**src/rtl/synth_audio_pkg.sv**
```systemverilog
// synth_audio_pkg: shared mixer types and the sample clip helper.
package synth_audio_pkg;
  localparam int SAMPLE_W_DEF = 16;
  typedef enum logic [1:0] {IDLE, SCAN, WAIT, DONE} mix_state_t;
  function automatic logic signed [31:0] sat_to_sample(input logic signed [31:0] v, input int w);
    logic signed [31:0] hi, lo;
    hi = (32'sd1 <<< (w - 1)) - 32'sd1;
    lo = -(32'sd1 <<< (w - 1));
    return v > hi ? hi : v < lo ? lo : v;
  endfunction
endpackage

```
**src/rtl/sample_saturate.sv**
```systemverilog
// sample_saturate: clips a wide signed accumulator to a SAMPLE_W signed sample.
module sample_saturate
  import synth_audio_pkg::*;
#(
  parameter int ACC_W = 18,
  parameter int SAMPLE_W = SAMPLE_W_DEF
) (
  input  logic signed [ACC_W-1:0]    acc,
  output logic signed [SAMPLE_W-1:0] sample
);
  assign sample = SAMPLE_W'(sat_to_sample(32'(acc), SAMPLE_W));
endmodule

```
**src/rtl/voice_mix_scheduler.sv**
```systemverilog
// voice_mix_scheduler: polls enabled voices over req/ack once per I2S frame and presents the saturated stereo mix.
// Optional VOICE_MIX_ATTEN_EN adds master_shift, an arithmetic right shift of the sums before clipping.
module voice_mix_scheduler
  import synth_audio_pkg::*;
#(
  parameter int NUM_VOICES = 4,
  parameter int SAMPLE_W = SAMPLE_W_DEF,
  parameter int TIMEOUT = 255
) (
  input  logic                           clk,
  input  logic                           reset,
  input  logic                           frame_clk,
  input  logic [NUM_VOICES-1:0]          voice_enable,
  output logic [NUM_VOICES-1:0]          voice_req,
  input  logic [NUM_VOICES-1:0]          voice_ack,
  input  logic [NUM_VOICES*SAMPLE_W-1:0] voice_left,
  input  logic [NUM_VOICES*SAMPLE_W-1:0] voice_right,
  input  logic                           err_clear,
`ifdef VOICE_MIX_ATTEN_EN
  input  logic [2:0]                     master_shift,
`endif
  output logic [SAMPLE_W-1:0]            sample_left,
  output logic [SAMPLE_W-1:0]            sample_right,
  output logic                           sample_valid,
  output logic                           busy,
  output logic                           overrun,
  output logic                           timeout_err
);
  localparam int AW = SAMPLE_W + $clog2(NUM_VOICES);
  localparam int IW = $clog2(NUM_VOICES + 1);
  localparam int CW = $clog2(TIMEOUT + 1);
  mix_state_t state;
  logic [IW-1:0] idx;
  logic [CW-1:0] wcnt;
  logic signed [AW-1:0] acc_l, acc_r, sh_l, sh_r;
  logic signed [SAMPLE_W-1:0] pend_l, pend_r, sat_l, sat_r, l_sel, r_sel;
  logic [NUM_VOICES-1:0] sel;
  logic prev_fclk, frame_edge, idx_done, ack_hit, en_hit, tmo;
  assign frame_edge = prev_fclk & ~frame_clk;
  assign sel = NUM_VOICES'(1) << idx;
  assign idx_done = idx == IW'(NUM_VOICES);
  assign ack_hit = |(voice_ack & sel);
  assign en_hit = |(voice_enable & sel);
  assign tmo = wcnt == CW'(TIMEOUT);
  assign busy = state != IDLE;
  always_comb begin
    l_sel = '0;
    r_sel = '0;
    for (int i = 0; i < NUM_VOICES; i++) begin
      l_sel = sel[i] ? voice_left[i*SAMPLE_W +: SAMPLE_W] : l_sel;
      r_sel = sel[i] ? voice_right[i*SAMPLE_W +: SAMPLE_W] : r_sel;
    end
  end
`ifdef VOICE_MIX_ATTEN_EN
  assign sh_l = acc_l >>> master_shift;
  assign sh_r = acc_r >>> master_shift;
`else
  assign sh_l = acc_l;
  assign sh_r = acc_r;
`endif
  sample_saturate #(.ACC_W(AW), .SAMPLE_W(SAMPLE_W)) u_sat_l (.acc(sh_l), .sample(sat_l));
  sample_saturate #(.ACC_W(AW), .SAMPLE_W(SAMPLE_W)) u_sat_r (.acc(sh_r), .sample(sat_r));
  always_ff @(posedge clk or posedge reset) begin
    if (reset) begin
      state <= IDLE;
      idx <= '0;
      wcnt <= '0;
      acc_l <= '0;
      acc_r <= '0;
      pend_l <= '0;
      pend_r <= '0;
      prev_fclk <= 1'b0;
      voice_req <= '0;
      sample_left <= '0;
      sample_right <= '0;
      sample_valid <= 1'b0;
      overrun <= 1'b0;
      timeout_err <= 1'b0;
    end else begin
      prev_fclk <= frame_clk;
      sample_valid <= frame_edge;
      if (err_clear) begin
        overrun <= 1'b0;
        timeout_err <= 1'b0;
      end
      // a mix finishing on the edge itself is forwarded rather than reported stale
      if (frame_edge) begin
        sample_left <= state == DONE ? sat_l : pend_l;
        sample_right <= state == DONE ? sat_r : pend_r;
      end
      if (frame_edge && state != DONE) begin
        overrun <= state == IDLE ? overrun & ~err_clear : 1'b1;
        voice_req <= '0;
        acc_l <= '0;
        acc_r <= '0;
        idx <= '0;
        state <= SCAN;
      end else begin
        case (state)
          SCAN: begin
            if (idx_done) state <= DONE;
            else if (en_hit) begin
              voice_req <= sel;
              wcnt <= '0;
              state <= WAIT;
            end else idx <= idx + IW'(1);
          end
          WAIT: begin
            if (ack_hit || tmo) begin
              acc_l <= ack_hit ? acc_l + AW'(l_sel) : acc_l;
              acc_r <= ack_hit ? acc_r + AW'(r_sel) : acc_r;
              timeout_err <= ack_hit ? timeout_err & ~err_clear : 1'b1;
              voice_req <= '0;
              idx <= idx + IW'(1);
              state <= SCAN;
            end else wcnt <= wcnt + CW'(1);
          end
          DONE: begin
            pend_l <= sat_l;
            pend_r <= sat_r;
            acc_l <= '0;
            acc_r <= '0;
            idx <= '0;
            state <= frame_edge ? SCAN : IDLE;
          end
          default: state <= IDLE;
        endcase
      end
    end
  end
endmodule

```
**config.mk**
```make
export PLATFORM = sky130hd
export DESIGN_NAME = voice_mix_scheduler
export DESIGN_NICKNAME = d
export VERILOG_FILES = /design/src/rtl/synth_audio_pkg.sv /design/src/rtl/sample_saturate.sv /design/src/rtl/voice_mix_scheduler.sv
export SDC_FILE = /design/constraint.sdc
export NUM_CORES = 1
export LEC_CHECK = 0
export BUFFER_PORTS_ARGS = -buffer_cell sky130_fd_sc_hd__buf_4
export CAP_MARGIN = 15
export CELL_PAD_IN_SITES_DETAIL_PLACEMENT = 0
export CELL_PAD_IN_SITES_GLOBAL_PLACEMENT = 1
export CORE_ASPECT_RATIO = 0.6
export CORE_MARGIN = 2
export CORE_UTILIZATION = 37
export DETAILED_ROUTE_END_ITERATION = 8
export HOLD_SLACK_MARGIN = 0.08
export PLACE_DENSITY = 0.81
export SYNTH_ARGS = -nofsm -noshare
export SYNTH_HDL_FRONTEND = slang
export SYNTH_SLANG_ARGS = --single-unit
```
**constraint.sdc**
```tcl
create_clock -name clk -period 3.8 [get_ports clk]
set_clock_uncertainty 0.05 [all_clocks]
set_input_delay 0.76 -clock clk [delete_from_list [all_inputs] [get_ports clk]]
set_output_delay 0.76 -clock clk [all_outputs]
set_load 0.01 [all_outputs]
```
==> results by group <==
Timing
  – # setup viols final: 0
  – Hold WS: between 0.4 and 0.5 ns
  – FMAX: ~270 MHz
  – Hold Violations, Final: 0
  – Final Critical Period: ~3.6 ns
  – Worst Tran Pin Value: around 1.0 ns
  – Fin. max-slew vios: 0
  – Post-route clock period utilization: between 90 and 100%
  – Slew HR: between 30% and 40%
  – TNS Setup: 0 ns

Min path
  – Hold path start: frame_clk
  – Hold Path Class: primary input to flop

Power and ir drop
  – Leakage: 5.19 nW
  – Sw Share: between 40 and 50%
  – Worst vdd ir: ~0.42 mV
  – Gate power share: about three fifths
  – NetSw: 0.00441 W
  – Share of power burned in registers: between 20% and 30%
  – Clock share of power: between 10% and 20%
  – PD cells: ~910 mW/mm²
  – Total Power: 0.00990 W
  – Internal power: ~0.0055 W

Global routing
  – Initial antenna violation count: 0
  – First-pass GRT wire length: between 40000 and 50000 µm
  – Global-route usage over all layers: between 20% and 30%
  – Grt total ovfl: 0
  – Largest net degree at the start of global routing: 122
  – Number of global-route vias before repair: between 7k and 8k

Yosys
  – Leading area contributor after synthesis: dfrtp_1
  – Average footprint of a synthesized cell: between 8 and 9 µm²
  – Mapped Cells: around 950
  – Sequential-to-total area share from yosys stat: 37.1%
  – Post-synthesis cell area: approximately 0.0082 mm²
  – Post-synth EDFFs: 0
  – Synth top area share: approximately 37%
  – Post-synthesis cell type count: 60
  – Dominant synthesized flop cell: dfrtp_1
  – Top cells by area, synth: dfrtp_1 37%, mux2_2 8.6%, ha_1 6.7%
  – Mapped Nets: about 1.1k
  – Synth Register Bits: 121
  – Ys Warns: 0
  – Synth async-reset ratio: between 90% and 100%

Floorplan
  – Die Footprint: 0.0233 mm²
  – Core ar.: between 0.02 and 0.025 mm²
  – Std-Cell Rows: 42
  – Die width: around 200 µm
  – Top Ports: 180
  – Starting Density: between 30% and 40%
  – Die Height: approximately 120 µm

Placed design
  – RePlAce Congestion: slightly below 0.9
  – HPWL Detailed: a little under 20000 µm
  – # port buffers: ~180

Critical path
  – Crit Path Class: flop to flop
  – Reg2reg start: idx[1]$_DFFE_PP0P_
  – Crit path launch: idx[1]$_DFFE_PP0P_
  – Startpoint types: flop
  – Worst Path Max Fanout: 9
  – Critical path required time: 4.03 ns
  – CP arrival: 3.88 ns
  – Worst setup EP type: flop

Clock tree
  – CTS clk-pin slew, worst paths: 0.07 ns
  – # clock sinks: between 100 and 150
  – H-Tree Level Count: 4
  – CTS tree: done
  – Clk buf depth: 2
  – Clk_lat worst skew: around 0.42 ns
  – CTS buffer count: 17
  – Root Buffer: clkbuf_16

Route
  – Iter 0 DRT Violations: 748
  – Vias per inst: about 5.4
  – DR WL/cell: between 15 and 20 µm
  – Via count: between 7k and 8k
  – # DRC: 0
  – Initial DRT Pass Iterations: 5
  – Detailed Route WL: 26300 µm
  – Post-route ant nets: 0

Finish
  – Most common cell after layout, fill and taps aside: buf_4
  – Area grow syn2layout: 33.7%
  – Highest-count cells in the layout ignoring fill and taps: 245 x buf_4, 132 x nand2_1, 120 x dfrtp_1, 114 x nor2_1, 92 x o21ai_0
  – Layout cells sized above 1: about a third
  – Utilization after layout: around 50%
  – Final nets: around 1.3k
  – # diodes: 0

Run status
  – Status: completed

Job
  – MaxCap Viol Count: 0
[flip-flops by register name (all words and copies together), names as in the netlist]
signal / cells
acc_l: 18
acc_r: 18
pend_l: 16
pend_r: 16
sample_left: 16
sample_right: 16
wcnt: 8
voice_req: 4
idx: 3
state: 2
overrun: 1
prev_fclk: 1
sample_valid: 1
timeout_err: 1
[path summary, 6_finish.rpt]
| check | end | slack, ns | depth (start not counted) |
|---|---|---|---|
| hold / removal | prev_fclk$_DFF_PP0_ | 0.41 | 1 |
| setup reg to reg | acc_r[10]$_DFFE_PP0P_ | 0.15 | 17 |
| hold reg to reg | sample_left[15]$_DFFE_PP0P_ | 0.44 | 2 |
| setup / recovery | acc_r[10]$_DFFE_PP0P_ | 0.15 | 17 |
| min in group asynchronous | sample_left[6]$_DFFE_PP0P_ | 0.44 | 3 |
| max in group asynchronous | idx[2]$_DFFE_PP0P_ | 2.67 | 3 |
[power by group through the flow]
stage	clock network (W)	logic, W	registers [W]
floorplan	0	0.00378	0.00207
global route	0.00171	0.00664	0.00237
detailed placement	0	0.00567	0.00229
global placement	0	0.00560	0.00227
finish	0.00161	0.00601	0.00229
CTS	0.00164	0.00574	0.00228
[cells by family (layout without fill, tap and decap cells)]
logic type	Yosys count	in the layout	share of synthesized area, %
multiplexers	66	66	9.29
XOR/XNOR	24	24	2.58
AND/OR/NAND/NOR	321	321	16.8
flip-flops	121	121	37.1
buffers and inverters	79	301	3.74
adder cells (fa/ha/maj)	46	46	7.24
AO/OA/AOI/OAI	291	291	23.2
[worst max-delay path, cell delays in order (launching register included)]
cell      delay [ns]
dfrtp_1         0.39
inv_1           0.08
ha_2            0.20
nor2b_4         0.14
buf_4           0.17
a221o_1         0.34
o21ai_0         0.20
o21ai_0         0.14
buf_4           0.17
ha_1            0.31
a21o_1          0.20
a21oi_2         0.20
buf_4           0.15
o21bai_1        0.09
o211a_1         0.23
o22ai_1         0.15
xor2_1          0.21
o31ai_1         0.09
[cell usage after synthesis (5+ instances only)]
master,instances
dfrtp_1,121
a21o_1,13
xor2_1,11
nor2b_1,6
o21a_1,5
mux2_2,62
a21oi_1,59
nand2_1,134
nor3_1,9
inv_1,19
o31ai_1,15
clkbuf_1,51
nor2_1,115
and3_1,7
nand3_1,14
o22ai_1,5
buf_1,6
o21ai_0,106
xnor2_1,13
ha_1,44
a22o_1,6
o211ai_1,6
a21boi_0,6
a22oi_1,5
a221o_1,32
nand2b_1,14
[metal layers]
metal | global-route usage [%] | share of wire (%)
met2 | 28.0 | 36
met5 | 0 | 0
met4 | 4.40 | 1.0
met1 | 38.2 | 54
met3 | 5.32 | 8.5
[per-stage QoR]
stage	cell area [µm²]	instances	setup WS, ns
final	10900	1456	0.154
after detailed placement	10100	1415	-0.118
after global placement	10100	1415	-0.0749
after floorplan	8170	948	0.211
after global routing	10900	1456	-0.0170
after CTS	10800	1447	0.0119
[layout make-up]
type / instances / area (µm²)
timing repair buffer: 249 / 1910
clock buffer: 19 / 443
multi-input combinational: 748 / 4960
sequential: 121 / 3030
inverter: 20 / 78.8
tap: 286 / 358
fill: 2100 / 10900
clock inverter: 13 / 138
[what timing repair did]
item,CTS,global route
hold buffers,0,0
gates resized for setup,8,34
endpoints found under the setup margin,7,18
buffers inserted,0,9
pin swaps,1,12
Power figures use the tool's default switching activity.
